[src/rtl/mio_bus_arbiter_if.sv]
// Interface bundle for mio_bus_arbiter: the IF/MEM request ports, the MIO bus and the stall/debug outputs.
// The slave modport is the arbiter's view; master is the view of the pipeline plus the bus fabric.
interface mio_bus_arbiter_if #(
  parameter int ADDR_W = 32,
  parameter int DATA_W = 32
);
  // Handshake: a requester raises *_req with stable address/data and holds it until the
  // matching *_ack pulse, which is high for exactly one cycle. *_rdata is valid only in
  // that ack cycle. On the bus, CPU_MIO marks an access in progress with Addr_out,
  // Data_out and mem_w held stable; the fabric ends it by raising MIO_ready for one cycle.
  logic              if_req;
  logic [ADDR_W-1:0] if_addr;
  logic [DATA_W-1:0] if_rdata;
  logic              if_ack;

  logic              mem_req;
  logic              mem_we;
  logic [ADDR_W-1:0] mem_addr;
  logic [DATA_W-1:0] mem_wdata;
  logic [DATA_W-1:0] mem_rdata;
  logic              mem_ack;

  logic [ADDR_W-1:0] Addr_out;
  logic [DATA_W-1:0] Data_out;
  logic              mem_w;
  logic [DATA_W-1:0] Data_in;
  logic              MIO_ready;
  logic              CPU_MIO;

  logic              stall_if;
  logic              stall_mem;
  logic              bus_err;
  logic [1:0]        fsm_state;

  modport slave (
    input  if_req, if_addr, mem_req, mem_we, mem_addr, mem_wdata, Data_in, MIO_ready,
    output if_rdata, if_ack, mem_rdata, mem_ack, Addr_out, Data_out, mem_w, CPU_MIO,
           stall_if, stall_mem, bus_err, fsm_state
  );

  modport master (
    output if_req, if_addr, mem_req, mem_we, mem_addr, mem_wdata, Data_in, MIO_ready,
    input  if_rdata, if_ack, mem_rdata, mem_ack, Addr_out, Data_out, mem_w, CPU_MIO,
           stall_if, stall_mem, bus_err, fsm_state
  );
endinterface

[src/rtl/mio_bus_arbiter.sv]
// MIO bus arbiter: shares one memory/IO port between the IF and MEM pipeline stages.
// Optional bus timeout (bus_err, 0xDEADBEEF read data) is compiled in with `define MIO_TIMEOUT_EN.
module mio_bus_arbiter #(
  parameter int ADDR_W       = 32,
  parameter int DATA_W       = 32,
  parameter int STARVE_LIMIT = 4,
  parameter int TIMEOUT_CYC  = 255
) (
  input  logic             clk,
  input  logic             rst,
  mio_bus_arbiter_if.slave bus
);

  typedef enum logic [1:0] {
    IDLE = 2'd0,
    BUSY = 2'd1,
    DONE = 2'd2
  } state_t;

  typedef enum logic [1:0] {
    OWN_NONE = 2'd0,
    OWN_IF   = 2'd1,
    OWN_MEM  = 2'd2
  } owner_t;

  localparam logic [3:0] STARVE_MAX = 4'(STARVE_LIMIT);

  state_t            state_q, state_d;
  owner_t            owner_q, owner_d;
  logic [3:0]        starve_q, starve_d;

  // The bus output registers double as the latched request for the whole BUSY phase.
  logic              cpu_mio_q, cpu_mio_d;
  logic              mem_w_q, mem_w_d;
  logic [ADDR_W-1:0] addr_out_q, addr_out_d;
  logic [DATA_W-1:0] data_out_q, data_out_d;

  logic [DATA_W-1:0] if_rdata_q, if_rdata_d;
  logic [DATA_W-1:0] mem_rdata_q, mem_rdata_d;
  logic              if_ack_q, if_ack_d;
  logic              mem_ack_q, mem_ack_d;
  logic              if_wins;

`ifdef MIO_TIMEOUT_EN
  localparam logic [7:0]        TMO_LAST = 8'(TIMEOUT_CYC - 1);
  localparam logic [DATA_W-1:0] ERR_WORD = DATA_W'(32'hDEADBEEF);
  logic [7:0] tmo_q, tmo_d;
  logic       bus_err_q, bus_err_d;
`endif

  always_ff @(posedge clk) begin
    if (rst) begin
      state_q     <= IDLE;
      owner_q     <= OWN_NONE;
      starve_q    <= '0;
      cpu_mio_q   <= 1'b0;
      mem_w_q     <= 1'b0;
      addr_out_q  <= '0;
      data_out_q  <= '0;
      if_rdata_q  <= '0;
      mem_rdata_q <= '0;
      if_ack_q    <= 1'b0;
      mem_ack_q   <= 1'b0;
`ifdef MIO_TIMEOUT_EN
      tmo_q       <= '0;
      bus_err_q   <= 1'b0;
`endif
    end else begin
      state_q     <= state_d;
      owner_q     <= owner_d;
      starve_q    <= starve_d;
      cpu_mio_q   <= cpu_mio_d;
      mem_w_q     <= mem_w_d;
      addr_out_q  <= addr_out_d;
      data_out_q  <= data_out_d;
      if_rdata_q  <= if_rdata_d;
      mem_rdata_q <= mem_rdata_d;
      if_ack_q    <= if_ack_d;
      mem_ack_q   <= mem_ack_d;
`ifdef MIO_TIMEOUT_EN
      tmo_q       <= tmo_d;
      bus_err_q   <= bus_err_d;
`endif
    end
  end

  always_comb begin
    state_d     = state_q;
    owner_d     = owner_q;
    starve_d    = starve_q;
    cpu_mio_d   = cpu_mio_q;
    mem_w_d     = mem_w_q;
    addr_out_d  = addr_out_q;
    data_out_d  = data_out_q;
    if_rdata_d  = if_rdata_q;
    mem_rdata_d = mem_rdata_q;
    if_ack_d    = 1'b0;
    mem_ack_d   = 1'b0;
    // IF only overtakes a pending MEM request once MEM has won STARVE_LIMIT times in a row.
    if_wins     = bus.if_req && (!bus.mem_req || (starve_q == STARVE_MAX));
`ifdef MIO_TIMEOUT_EN
    tmo_d       = tmo_q;
    bus_err_d   = 1'b0;
`endif

    unique case (state_q)
      IDLE: begin
        if (bus.if_req || bus.mem_req) begin
          state_d   = BUSY;
          cpu_mio_d = 1'b1;
`ifdef MIO_TIMEOUT_EN
          tmo_d     = '0;
`endif
          if (if_wins) begin
            owner_d    = OWN_IF;
            addr_out_d = bus.if_addr;
            data_out_d = '0;
            mem_w_d    = 1'b0;
            starve_d   = '0;
          end else begin
            owner_d    = OWN_MEM;
            addr_out_d = bus.mem_addr;
            data_out_d = bus.mem_wdata;
            mem_w_d    = bus.mem_we;
            if (!bus.if_req)                starve_d = '0;
            else if (starve_q != STARVE_MAX) starve_d = starve_q + 4'd1;
          end
        end
      end

      BUSY: begin
        if (bus.MIO_ready) begin
          state_d    = DONE;
          cpu_mio_d  = 1'b0;
          mem_w_d    = 1'b0;
          addr_out_d = '0;
          data_out_d = '0;
          if (owner_q == OWN_IF) begin
            if_rdata_d = bus.Data_in;
            if_ack_d   = 1'b1;
          end else begin
            if (!mem_w_q) mem_rdata_d = bus.Data_in;
            mem_ack_d = 1'b1;
          end
        end
`ifdef MIO_TIMEOUT_EN
        else if (tmo_q == TMO_LAST) begin
          state_d    = DONE;
          cpu_mio_d  = 1'b0;
          mem_w_d    = 1'b0;
          addr_out_d = '0;
          data_out_d = '0;
          bus_err_d  = 1'b1;
          if (owner_q == OWN_IF) begin
            if_rdata_d = ERR_WORD;
            if_ack_d   = 1'b1;
          end else begin
            if (!mem_w_q) mem_rdata_d = ERR_WORD;
            mem_ack_d = 1'b1;
          end
        end else begin
          tmo_d = tmo_q + 8'd1;
        end
`endif
      end

      DONE: begin
        state_d = IDLE;
        owner_d = OWN_NONE;
      end

      default: begin
        state_d = IDLE;
        owner_d = OWN_NONE;
      end
    endcase
  end

  assign bus.CPU_MIO   = cpu_mio_q;
  assign bus.mem_w     = mem_w_q;
  assign bus.Addr_out  = addr_out_q;
  assign bus.Data_out  = data_out_q;
  assign bus.if_rdata  = if_rdata_q;
  assign bus.mem_rdata = mem_rdata_q;
  assign bus.if_ack    = if_ack_q;
  assign bus.mem_ack   = mem_ack_q;
  assign bus.stall_if  = bus.if_req & ~if_ack_q;
  assign bus.stall_mem = bus.mem_req & ~mem_ack_q;
  assign bus.fsm_state = state_q;

`ifdef MIO_TIMEOUT_EN
  assign bus.bus_err = bus_err_q;
`else
  assign bus.bus_err = 1'b0;
`endif

endmodule

[src/flat_wrapper.sv]
// flat-port wrapper written by rule: the top's interface ports become plain ports
module mio_bus_arbiter_flat 
#(
  parameter int ADDR_W       = 32,
  parameter int DATA_W       = 32,
  parameter int STARVE_LIMIT = 4,
  parameter int TIMEOUT_CYC  = 255
)
  (clk, rst, bus_if_req, bus_if_addr, bus_mem_req, bus_mem_we, bus_mem_addr, bus_mem_wdata, bus_Data_in, bus_MIO_ready, bus_if_rdata, bus_if_ack, bus_mem_rdata, bus_mem_ack, bus_Addr_out, bus_Data_out, bus_mem_w, bus_CPU_MIO, bus_stall_if, bus_stall_mem, bus_bus_err, bus_fsm_state);
  mio_bus_arbiter_if #(.ADDR_W(ADDR_W), .DATA_W(DATA_W)) bus_i ();
  input  logic clk;
  input  logic rst;
  input wire logic [$bits(bus_i.if_req)-1:0] bus_if_req;
  input wire logic [$bits(bus_i.if_addr)-1:0] bus_if_addr;
  input wire logic [$bits(bus_i.mem_req)-1:0] bus_mem_req;
  input wire logic [$bits(bus_i.mem_we)-1:0] bus_mem_we;
  input wire logic [$bits(bus_i.mem_addr)-1:0] bus_mem_addr;
  input wire logic [$bits(bus_i.mem_wdata)-1:0] bus_mem_wdata;
  input wire logic [$bits(bus_i.Data_in)-1:0] bus_Data_in;
  input wire logic [$bits(bus_i.MIO_ready)-1:0] bus_MIO_ready;
  output wire logic [$bits(bus_i.if_rdata)-1:0] bus_if_rdata;
  output wire logic [$bits(bus_i.if_ack)-1:0] bus_if_ack;
  output wire logic [$bits(bus_i.mem_rdata)-1:0] bus_mem_rdata;
  output wire logic [$bits(bus_i.mem_ack)-1:0] bus_mem_ack;
  output wire logic [$bits(bus_i.Addr_out)-1:0] bus_Addr_out;
  output wire logic [$bits(bus_i.Data_out)-1:0] bus_Data_out;
  output wire logic [$bits(bus_i.mem_w)-1:0] bus_mem_w;
  output wire logic [$bits(bus_i.CPU_MIO)-1:0] bus_CPU_MIO;
  output wire logic [$bits(bus_i.stall_if)-1:0] bus_stall_if;
  output wire logic [$bits(bus_i.stall_mem)-1:0] bus_stall_mem;
  output wire logic [$bits(bus_i.bus_err)-1:0] bus_bus_err;
  output wire logic [$bits(bus_i.fsm_state)-1:0] bus_fsm_state;
  assign bus_i.if_req = bus_if_req;
  assign bus_i.if_addr = bus_if_addr;
  assign bus_i.mem_req = bus_mem_req;
  assign bus_i.mem_we = bus_mem_we;
  assign bus_i.mem_addr = bus_mem_addr;
  assign bus_i.mem_wdata = bus_mem_wdata;
  assign bus_i.Data_in = bus_Data_in;
  assign bus_i.MIO_ready = bus_MIO_ready;
  assign bus_if_rdata = bus_i.if_rdata;
  assign bus_if_ack = bus_i.if_ack;
  assign bus_mem_rdata = bus_i.mem_rdata;
  assign bus_mem_ack = bus_i.mem_ack;
  assign bus_Addr_out = bus_i.Addr_out;
  assign bus_Data_out = bus_i.Data_out;
  assign bus_mem_w = bus_i.mem_w;
  assign bus_CPU_MIO = bus_i.CPU_MIO;
  assign bus_stall_if = bus_i.stall_if;
  assign bus_stall_mem = bus_i.stall_mem;
  assign bus_bus_err = bus_i.bus_err;
  assign bus_fsm_state = bus_i.fsm_state;
  mio_bus_arbiter #(.ADDR_W(ADDR_W), .DATA_W(DATA_W), .STARVE_LIMIT(STARVE_LIMIT), .TIMEOUT_CYC(TIMEOUT_CYC)) u_core (.clk(clk), .rst(rst), .bus(bus_i));
endmodule
[config.mk]
export PLATFORM = sky130hd
export DESIGN_NAME = mio_bus_arbiter_flat
export DESIGN_NICKNAME = d
export VERILOG_FILES = /design/src/rtl/mio_bus_arbiter_if.sv /design/src/rtl/mio_bus_arbiter.sv /design/src/flat_wrapper.sv
export SDC_FILE = /design/constraint.sdc
export NUM_CORES = 1
export LEC_CHECK = 0
export BUFFER_PORTS_ARGS = -buffer_cell sky130_fd_sc_hd__buf_2
export CAP_MARGIN = 20
export CORE_MARGIN = 2
export CORE_UTILIZATION = 43
export CTS_CLUSTER_DIAMETER = 50
export DETAILED_ROUTE_END_ITERATION = 10
export PLACE_DENSITY = 0.85
export SYNTH_ARGS = -nofsm -noshare
export SYNTH_HDL_FRONTEND = slang
export SYNTH_SLANG_ARGS = --single-unit
[constraint.sdc]
create_clock -name clk -period 1.7 [get_ports clk]
set_input_delay 0.34 -clock clk [delete_from_list [all_inputs] [get_ports clk]]
set_output_delay 0.34 -clock clk [all_outputs]
set_load 0.05 [all_outputs]
==> results.rst, run 1 <==
.. list-table::
   :header-rows: 1

   * - Metric
     - Value
   * - Result of the run
     - complete, but fails checks
   * - Violated checks
     - negative setup slack
   * - Leak
     - 3.615 nW
   * - Prevailing post-synth register cell
     - dfxtp_1
   * - Global routing usage summed across all routing layers
     - 0.2522
   * - Cell area after synthesis
     - 5976 um2
   * - Setup total negative slack
     - -0.01196 ns
   * - Number of design rule violations left after detail routing
     - 0
   * - Max VDD drop
     - 582.1 uV
   * - Nature of the critical path endpoint
     - flip-flop
   * - Number of I/O port buffers
     - 269
   * - Placed wire-length estimate after detailed placement
     - 13.53 mm
   * - Overall power consumption
     - 9.011 mW
   * - Max Root-Sink Buffers
     - 2
   * - Maximum level of the CTS H-tree
     - 4
   * - Final Worst Setup Slack
     - -0.01196 ns
   * - Required time reported for the critical path endpoint
     - 2.05 ns
   * - Worst Max-Slew Pin Slew
     - 0.5140 ns
   * - Net count of the finished layout
     - 1019
   * - Critical Path AT
     - 2.07 ns
   * - GR Overflow Total
     - 0
   * - Total met3 wirelength after detailed routing
     - 1.782 mm
   * - Clock sink total
     - 140
   * - Row Count
     - 43
   * - Uppermost signal routing layer after detailed routing
     - met4
   * - Chip Height
     - 121.9 um
   * - Clock insertion delay at the later pin of the skew report
     - 0.41 ns
   * - Number of cell instances on the worst register-to-register path
     - 4
   * - Rel. slew slack
     - 0.6485
   * - Unrepaired setup endpoints after global routing
     - yes
   * - Routed length per instance
     - 18.60 um
   * - Fin crit share
     - 1.007
   * - # IOs
     - 271
   * - Cell-by-cell listing of the critical path
     - or2_2, buf_4, a2111oi_0, a221o_1
   * - Routability congestion estimate from global placement
     - 0.8183
   * - Routed wl met2
     - 9.986 mm
   * - Largest net degree at the start of global routing
     - 59
   * - Clock transition at path regs
     - 0.07 ns
   * - Routed via count divided by cell count
     - 5.986
   * - CTS root buffer
     - clkbuf_16
   * - Vias in the first global route
     - 5731
   * - M1 wire length
     - 7.796 mm
   * - Number of enable flip-flop cells after synthesis
     - 0
   * - Number of design-rule violations left by the first detailed-router iteration
     - 691
   * - Final setup skew
     - 0.01430 ns
   * - Final critical path time including I/O delays and setup
     - 1.712 ns
   * - Proportion of synthesized chip area in sequential cells
     - 0.4690
   * - Class of the tightest hold or removal check
     - in -> reg
   * - Number of slew-limit violations in the final report
     - 0
   * - Share of flip-flops with an asynchronous set or reset
     - 0
   * - Hold path depth
     - 2
   * - Number of failing setup endpoints in the final timing report
     - 1
   * - Total detailed-routing wirelength
     - 20.05 mm
   * - CP startpoint kind
     - flip-flop
   * - Layout-stage area growth over the synthesis result
     - 40.58%
   * - CTS tree
     - done
   * - CTS hold repair buffers
     - 0
   * - Initial Util
     - 0.4356
   * - Critical Path Slowest Stage Cell
     - a2111oi_0
   * - Layout cell share with drive strength beyond 1
     - 0.4096
   * - Final number of hold-violating endpoints
     - 0
   * - Area enclosed by the die boundary
     - 14860 um2
   * - Synth warn
     - 0
   * - Cell count after synthesis
     - 634
   * - Area of the core
     - 13720 um2
   * - Max capacitance violation total
     - 0
   * - First-pass GRT wire length
     - 29.86 mm
   * - Delay of the slowest cell on the worst path
     - 0.52 ns
   * - Pwr Density
     - 1073 nW/um2
   * - Number of register bits inferred by synthesis
     - 140
   * - Total clock buffers created by CTS
     - 17
   * - Synth cell types
     - 39
   * - Synthesized area per cell
     - 9.425 um2
   * - Vias post-DR
     - 6453
   * - Crit Path Category
     - reg -> reg
   * - Die extent in x
     - 121.9 um
   * - Antenna violations before repair
     - 1
   * - Post-detailed-route count of antenna-violating nets
     - 0
   * - Maximum fanout along the worst path
     - 15
   * - Initial DRT Pass Iterations
     - 7
   * - Syn Nets
     - 770
   * - Highest achievable clock rate
     - 584.1 MHz
## final timing paths
check | startpoint | to | slack, ns
setup / recovery | u_core.bus.fsm_state[0] | u_core.bus.Addr_out[3] | -0.01
hold / removal | bus_mem_wdata[18] | u_core.bus.Data_out[18] | 0.14
setup reg to reg | u_core.bus.fsm_state[0] | u_core.bus.Addr_out[3] | -0.01
hold reg to reg | u_core.bus.mem_rdata[1] | u_core.bus.mem_rdata[1] | 0.47
## worst max-delay path, delay by kind of cell, from the launching register on
family                 cells  cell delay, ns
buffers and inverters      1            0.22
AOI/OAI and AO/OA          2            0.70
and+or+nand+nor            1            0.37
DFF                        1            0.38
## Yosys cell counts (3+ instances only)
library cell | count | area, um2
o21ai_0 | 35 | 175.2
dfxtp_1 | 140 | 2803
a21oi_1 | 67 | 335.3
nor4b_1 | 32 | 280.3
buf_6 | 5 | 56.30
o31ai_1 | 32 | 240.2
clkbuf_1 | 66 | 247.7
inv_1 | 7 | 26.28
a2111oi_0 | 32 | 280.3
buf_1 | 6 | 22.52
nand4_1 | 32 | 200.2
buf_2 | 8 | 40.04
nand3_1 | 35 | 175.2
nand3b_1 | 3 | 22.52
nand2b_1 | 34 | 212.7
nor2_1 | 8 | 30.03
a22o_1 | 33 | 289.0
a221o_1 | 32 | 320.3
## stage by stage
step	cells	utilization	setup WS [ns]	instance area [um2]	hold slack, ns
2_1_floorplan	634	-	0.01832	5981	0.4662
4_1_cts	1071	0.6024	0.01317	8264	0.1159
3_3_place_gp	1039	0.5588	0.06498	7666	0.4518
6_report	1078	0.6123	-0.01196	8401	0.1389
5_1_grt	1077	0.6121	-0.06280	8398	0.1219
3_5_place_dp	1039	0.5588	0.02974	7666	0.4522
## area by class of cell
class / count / area (um2)
fillers: 1159 / 5319
inverters: 7 / 26.28
repair buffers: 317 / 1907
well taps: 180 / 225.2
clock inverters: 15 / 172.7
flip-flops and latches: 140 / 2810
multi-input cells: 400 / 2829
clock buffers: 17 / 425.4
diodes: 2 / 5.005
## logic make-up (layout without fill, tap and decap cells)
group | Yosys count | in the layout | synth area share
simple gates | 156 | 156 | 0.1669
compound gates | 241 | 241 | 0.2910
other cells | 1 | 3 | 0.0006275
buf+inv | 94 | 356 | 0.06826
flops | 140 | 140 | 0.4690
fa+ha+maj | 2 | 2 | 0.004187
## layout by cell type (no fill, tap or decap), types with 3 or more instances in the layout
| cell type | instances |
|---|---|
| a2111oi_0 | 22 |
| a2111oi_2 | 3 |
| buf_4 | 33 |
| buf_12 | 11 |
| o21ai_0 | 35 |
| inv_8 | 6 |
| dfxtp_1 | 136 |
| nand4_1 | 32 |
| a2111oi_1 | 7 |
| inv_6 | 4 |
| buf_2 | 268 |
| clkbuf_16 | 20 |
| nor4b_1 | 32 |
| inv_1 | 6 |
| dfxtp_2 | 3 |
| o31ai_1 | 32 |
| nand2b_1 | 33 |
| a22o_1 | 33 |
| a21oi_1 | 67 |
| a221o_1 | 32 |
| nand3b_1 | 3 |
| nand3_1 | 35 |
| nor2_1 | 7 |
## report_power, final
group	leakage (nW)	total, mW	internal, mW	switching (mW)
clock network	0.289	3.72	2.11	1.61
logic	2.18	1.74	0.557	1.18
registers	1.14	3.55	3.45	0.102
total	3.61	9.01	6.11	2.90
## sequential cells by signal (all words and copies together), names as in the netlist
register,flops
u_core.bus.fsm_state,2
u_core.bus.Data_out,32
u_core.bus.if_rdata,32
u_core.bus.mem_w,1
u_core.starve_q,4
u_core.bus.CPU_MIO,1
u_core.bus.if_ack,1
u_core.owner_q,2
u_core.bus.mem_ack,1
u_core.bus.mem_rdata,32
u_core.bus.Addr_out,32
## routing by layer
metal  track usage  up-vias
li1              -     2974
met1        0.3177     3084
met2        0.4099      358
met3       0.06929       37
met4       0.09986        0
met5             0        -
## what timing repair did
action,in CTS,in global routing
endpoints found under the setup margin,0,48
endpoints found under the hold margin,0,0
buffers inserted,0,1
gates resized for setup,0,19
Note: power is estimated with default switching activity, not from simulation.
==> inputs of run 2 (changes only) <==
--- a/config.mk
+++ b/config.mk
@@ -12,6 +12,8 @@
 export CTS_CLUSTER_DIAMETER = 50
 export DETAILED_ROUTE_END_ITERATION = 10
 export PLACE_DENSITY = 0.85
+export RECOVER_POWER = 50
 export SYNTH_ARGS = -nofsm -noshare
 export SYNTH_HDL_FRONTEND = slang
 export SYNTH_SLANG_ARGS = --single-unit
+export TNS_END_PERCENT = 5
==> results.rst, run 2 (synthesized netlist as in run 1, its figures left out) <==
.. list-table::
   :header-rows: 1

   * - Metric
     - Value
   * - Total met3 wirelength after detailed routing
     - 1.808 mm (+1.5%)
   * - Critical Path AT
     - 2.08 ns (about the same)
   * - Vias in the first global route
     - 5731 (unchanged)
   * - Max capacitance violation total
     - 0 (unchanged)
   * - Critical Path Slowest Stage Cell
     - a2111oi_0
   * - Most common cell after layout, fill and taps aside
     - buf_2
   * - Largest net degree at the start of global routing
     - 59 (unchanged)
   * - Unrepaired setup endpoints after global routing
     - yes
   * - Routability congestion estimate from global placement
     - 0.8183 (unchanged)
   * - CTS root buffer
     - clkbuf_16
   * - Number of design rule violations left after detail routing
     - 0 (unchanged)
   * - Layout cell share with drive strength beyond 1
     - 0.3873 (-0.02232)
   * - Number of I/O port buffers
     - 269 (unchanged)
   * - Number of design-rule violations left by the first detailed-router iteration
     - 750 (+8.5%)
   * - Die extent in x
     - 121.9 um (unchanged)
   * - CTS hold repair buffers
     - 0 (unchanged)
   * - Layout-stage area growth over the synthesis result
     - 40.08%
   * - Number of failing setup endpoints in the final timing report
     - 1 (unchanged)
   * - Final Worst Setup Slack
     - -0.02140 ns (-0.009442 ns)
   * - Routed length per instance
     - 18.65 um (+0.26%)
   * - Initial Util
     - 0.4356 (unchanged)
   * - First-pass GRT wire length
     - 29.86 mm (unchanged)
   * - Highest achievable clock rate
     - 580.9 MHz (-0.55%)
   * - Rel. slew slack
     - 0.5861 (-0.06235)
   * - Clock insertion delay at the later pin of the skew report
     - 0.41 ns (about the same)
   * - Result of the run
     - complete, but fails checks
   * - Cell-by-cell listing of the critical path
     - or2_2, buf_4, a2111oi_0, a221o_1
   * - Placed wire-length estimate after detailed placement
     - 13.53 mm (unchanged)
   * - Post-detailed-route count of antenna-violating nets
     - 0 (unchanged)
   * - Clock sink total
     - 140 (unchanged)
   * - Overall power consumption
     - 9.007 mW (about the same)
   * - Violated checks
     - negative setup slack
   * - Nature of the critical path endpoint
     - flip-flop
   * - Antenna violations before repair
     - 1 (unchanged)
   * - # IOs
     - 271 (unchanged)
   * - Most used cells in the layout excluding fill and tap cells
     - 243 x buf_2, 136 x dfxtp_1, 67 x a21oi_1, 35 x nand3_1, 35 x o21ai_0
   * - Area enclosed by the die boundary
     - 14860 um2 (unchanged)
   * - Maximum fanout along the worst path
     - 15 (unchanged)
   * - Final setup skew
     - 0.01385 ns (-0.0004512 ns)
   * - Net count of the finished layout
     - 1019 (unchanged)
   * - Fin crit share
     - 1.013 (+0.005554)
   * - Worst Max-Slew Pin Slew
     - 0.6235 ns (+0.1095 ns)
   * - Final critical path time including I/O delays and setup
     - 1.721 ns (+0.009442 ns)
   * - CP startpoint kind
     - flip-flop
   * - Global routing usage summed across all routing layers
     - 0.2522 (unchanged)
   * - GR Overflow Total
     - 0 (unchanged)
   * - Crit Path Category
     - reg -> reg
   * - Uppermost signal routing layer after detailed routing
     - met4
   * - Area of the core
     - 13720 um2 (unchanged)
   * - Routed via count divided by cell count
     - 5.986 (about the same)
   * - Count of buffer and inverter cells on the critical path
     - 1 (unchanged)
   * - Pwr Density
     - 1076 nW/um2 (+0.32%)
   * - Leak
     - 3.524 nW (-2.5%)
   * - Row Count
     - 43 (unchanged)
   * - Max Root-Sink Buffers
     - 2 (unchanged)
   * - Final core utilization
     - 0.6101 (-0.002189)
   * - Final number of hold-violating endpoints
     - 0 (unchanged)
   * - Final Instance Count excl. Fillers
     - 1077 (-0.093%)
   * - Class of the tightest hold or removal check
     - in -> reg
   * - Routed wl met2
     - 9.928 mm (-0.58%)
   * - Crit path max-delay family
     - compound AO/OA/AOI/OAI gates
   * - CTS tree
     - done
   * - Required time reported for the critical path endpoint
     - 2.06 ns (about the same)
   * - Total clock buffers created by CTS
     - 17 (unchanged)
   * - Cells after DPL
     - 1039 (unchanged)
   * - Max VDD drop
     - 582.4 uV (about the same)
   * - Maximum level of the CTS H-tree
     - 4 (unchanged)
   * - Number of slew-limit violations in the final report
     - 0 (unchanged)
   * - Delay of the slowest cell on the worst path
     - 0.53 ns (about the same)
   * - Chip Height
     - 121.9 um (unchanged)
   * - Initial DRT Pass Iterations
     - 5 (-2)
   * - Total detailed-routing wirelength
     - 20.09 mm (+0.17%)
   * - M1 wire length
     - 7.846 mm (+0.64%)
   * - Vias post-DR
     - 6447 (-0.093%)
   * - Clock transition at path regs
     - 0.07 ns (about the same)
run 2: cell count changes in the layout (fill, tap and decap cells not counted):
cell | previous run | this run
buf_2 | 268 | 243
diode_2 | 2 | 1
clkbuf_1 | 0 | 20
clkbuf_2 | 0 | 6
buf_4 | 33 | 32
run 2: stage by stage:
stage               cell area [um2]  TNS [ns]  setup slack, ns  hold slack [ns]
floorplan                      5981         0          0.01832           0.4662
global placement               7666         0          0.06498           0.4518
detailed placement             7666         0          0.02974           0.4522
CTS                            8264         0          0.01317           0.1159
global route                   8371   -0.5252         -0.06280           0.1219
finish                         8371  -0.02140         -0.02140           0.1396
run 2: cell type report:
cell class | instances | area [um2]
sequential | 140 | 2810
fill | 1173 | 5349
multi-input combinational | 400 | 2829
antenna | 1 | 2.502
tap | 180 | 225.2
clock inverter | 15 | 172.7
timing repair buffer | 317 | 1879
clock buffer | 17 | 425.4
inverter | 7 | 26.28
run 2: power breakdown:
part / total [mW] / leakage [nW] / internal (mW) / switching (mW)
combinational: 1.74 / 2.09 / 0.552 / 1.19
sequential: 3.55 / 1.14 / 3.45 / 0.104
clock: 3.72 / 0.289 / 2.11 / 1.61
total: 9.01 / 3.52 / 6.11 / 2.90
run 2: routing by layer:
metal / up-vias / GRT usage
met5: - / 0
met4: 0 / 0.09986
met1: 3076 / 0.3177
met2: 358 / 0.4099
met3: 37 / 0.06929
li1: 2976 / -
run 2: path summary, 6_finish.rpt:
check	startpoint	end	slack [ns]	cells after the start
worst max register to register	u_core.bus.fsm_state[0]	u_core.bus.Addr_out[3]	-0.02	4
worst max-delay path	u_core.bus.fsm_state[0]	u_core.bus.Addr_out[3]	-0.02	4
worst min register to register	u_core.bus.mem_rdata[1]	u_core.bus.mem_rdata[1]	0.47	2
worst min-delay path	bus_mem_wdata[18]	u_core.bus.Data_out[18]	0.14	2
run 2: timing repair:
item,in CTS,in global routing
setup endpoints to repair,0,48
endpoints found under the hold margin,0,0
buffers inserted,0,1
gates resized for setup,0,19
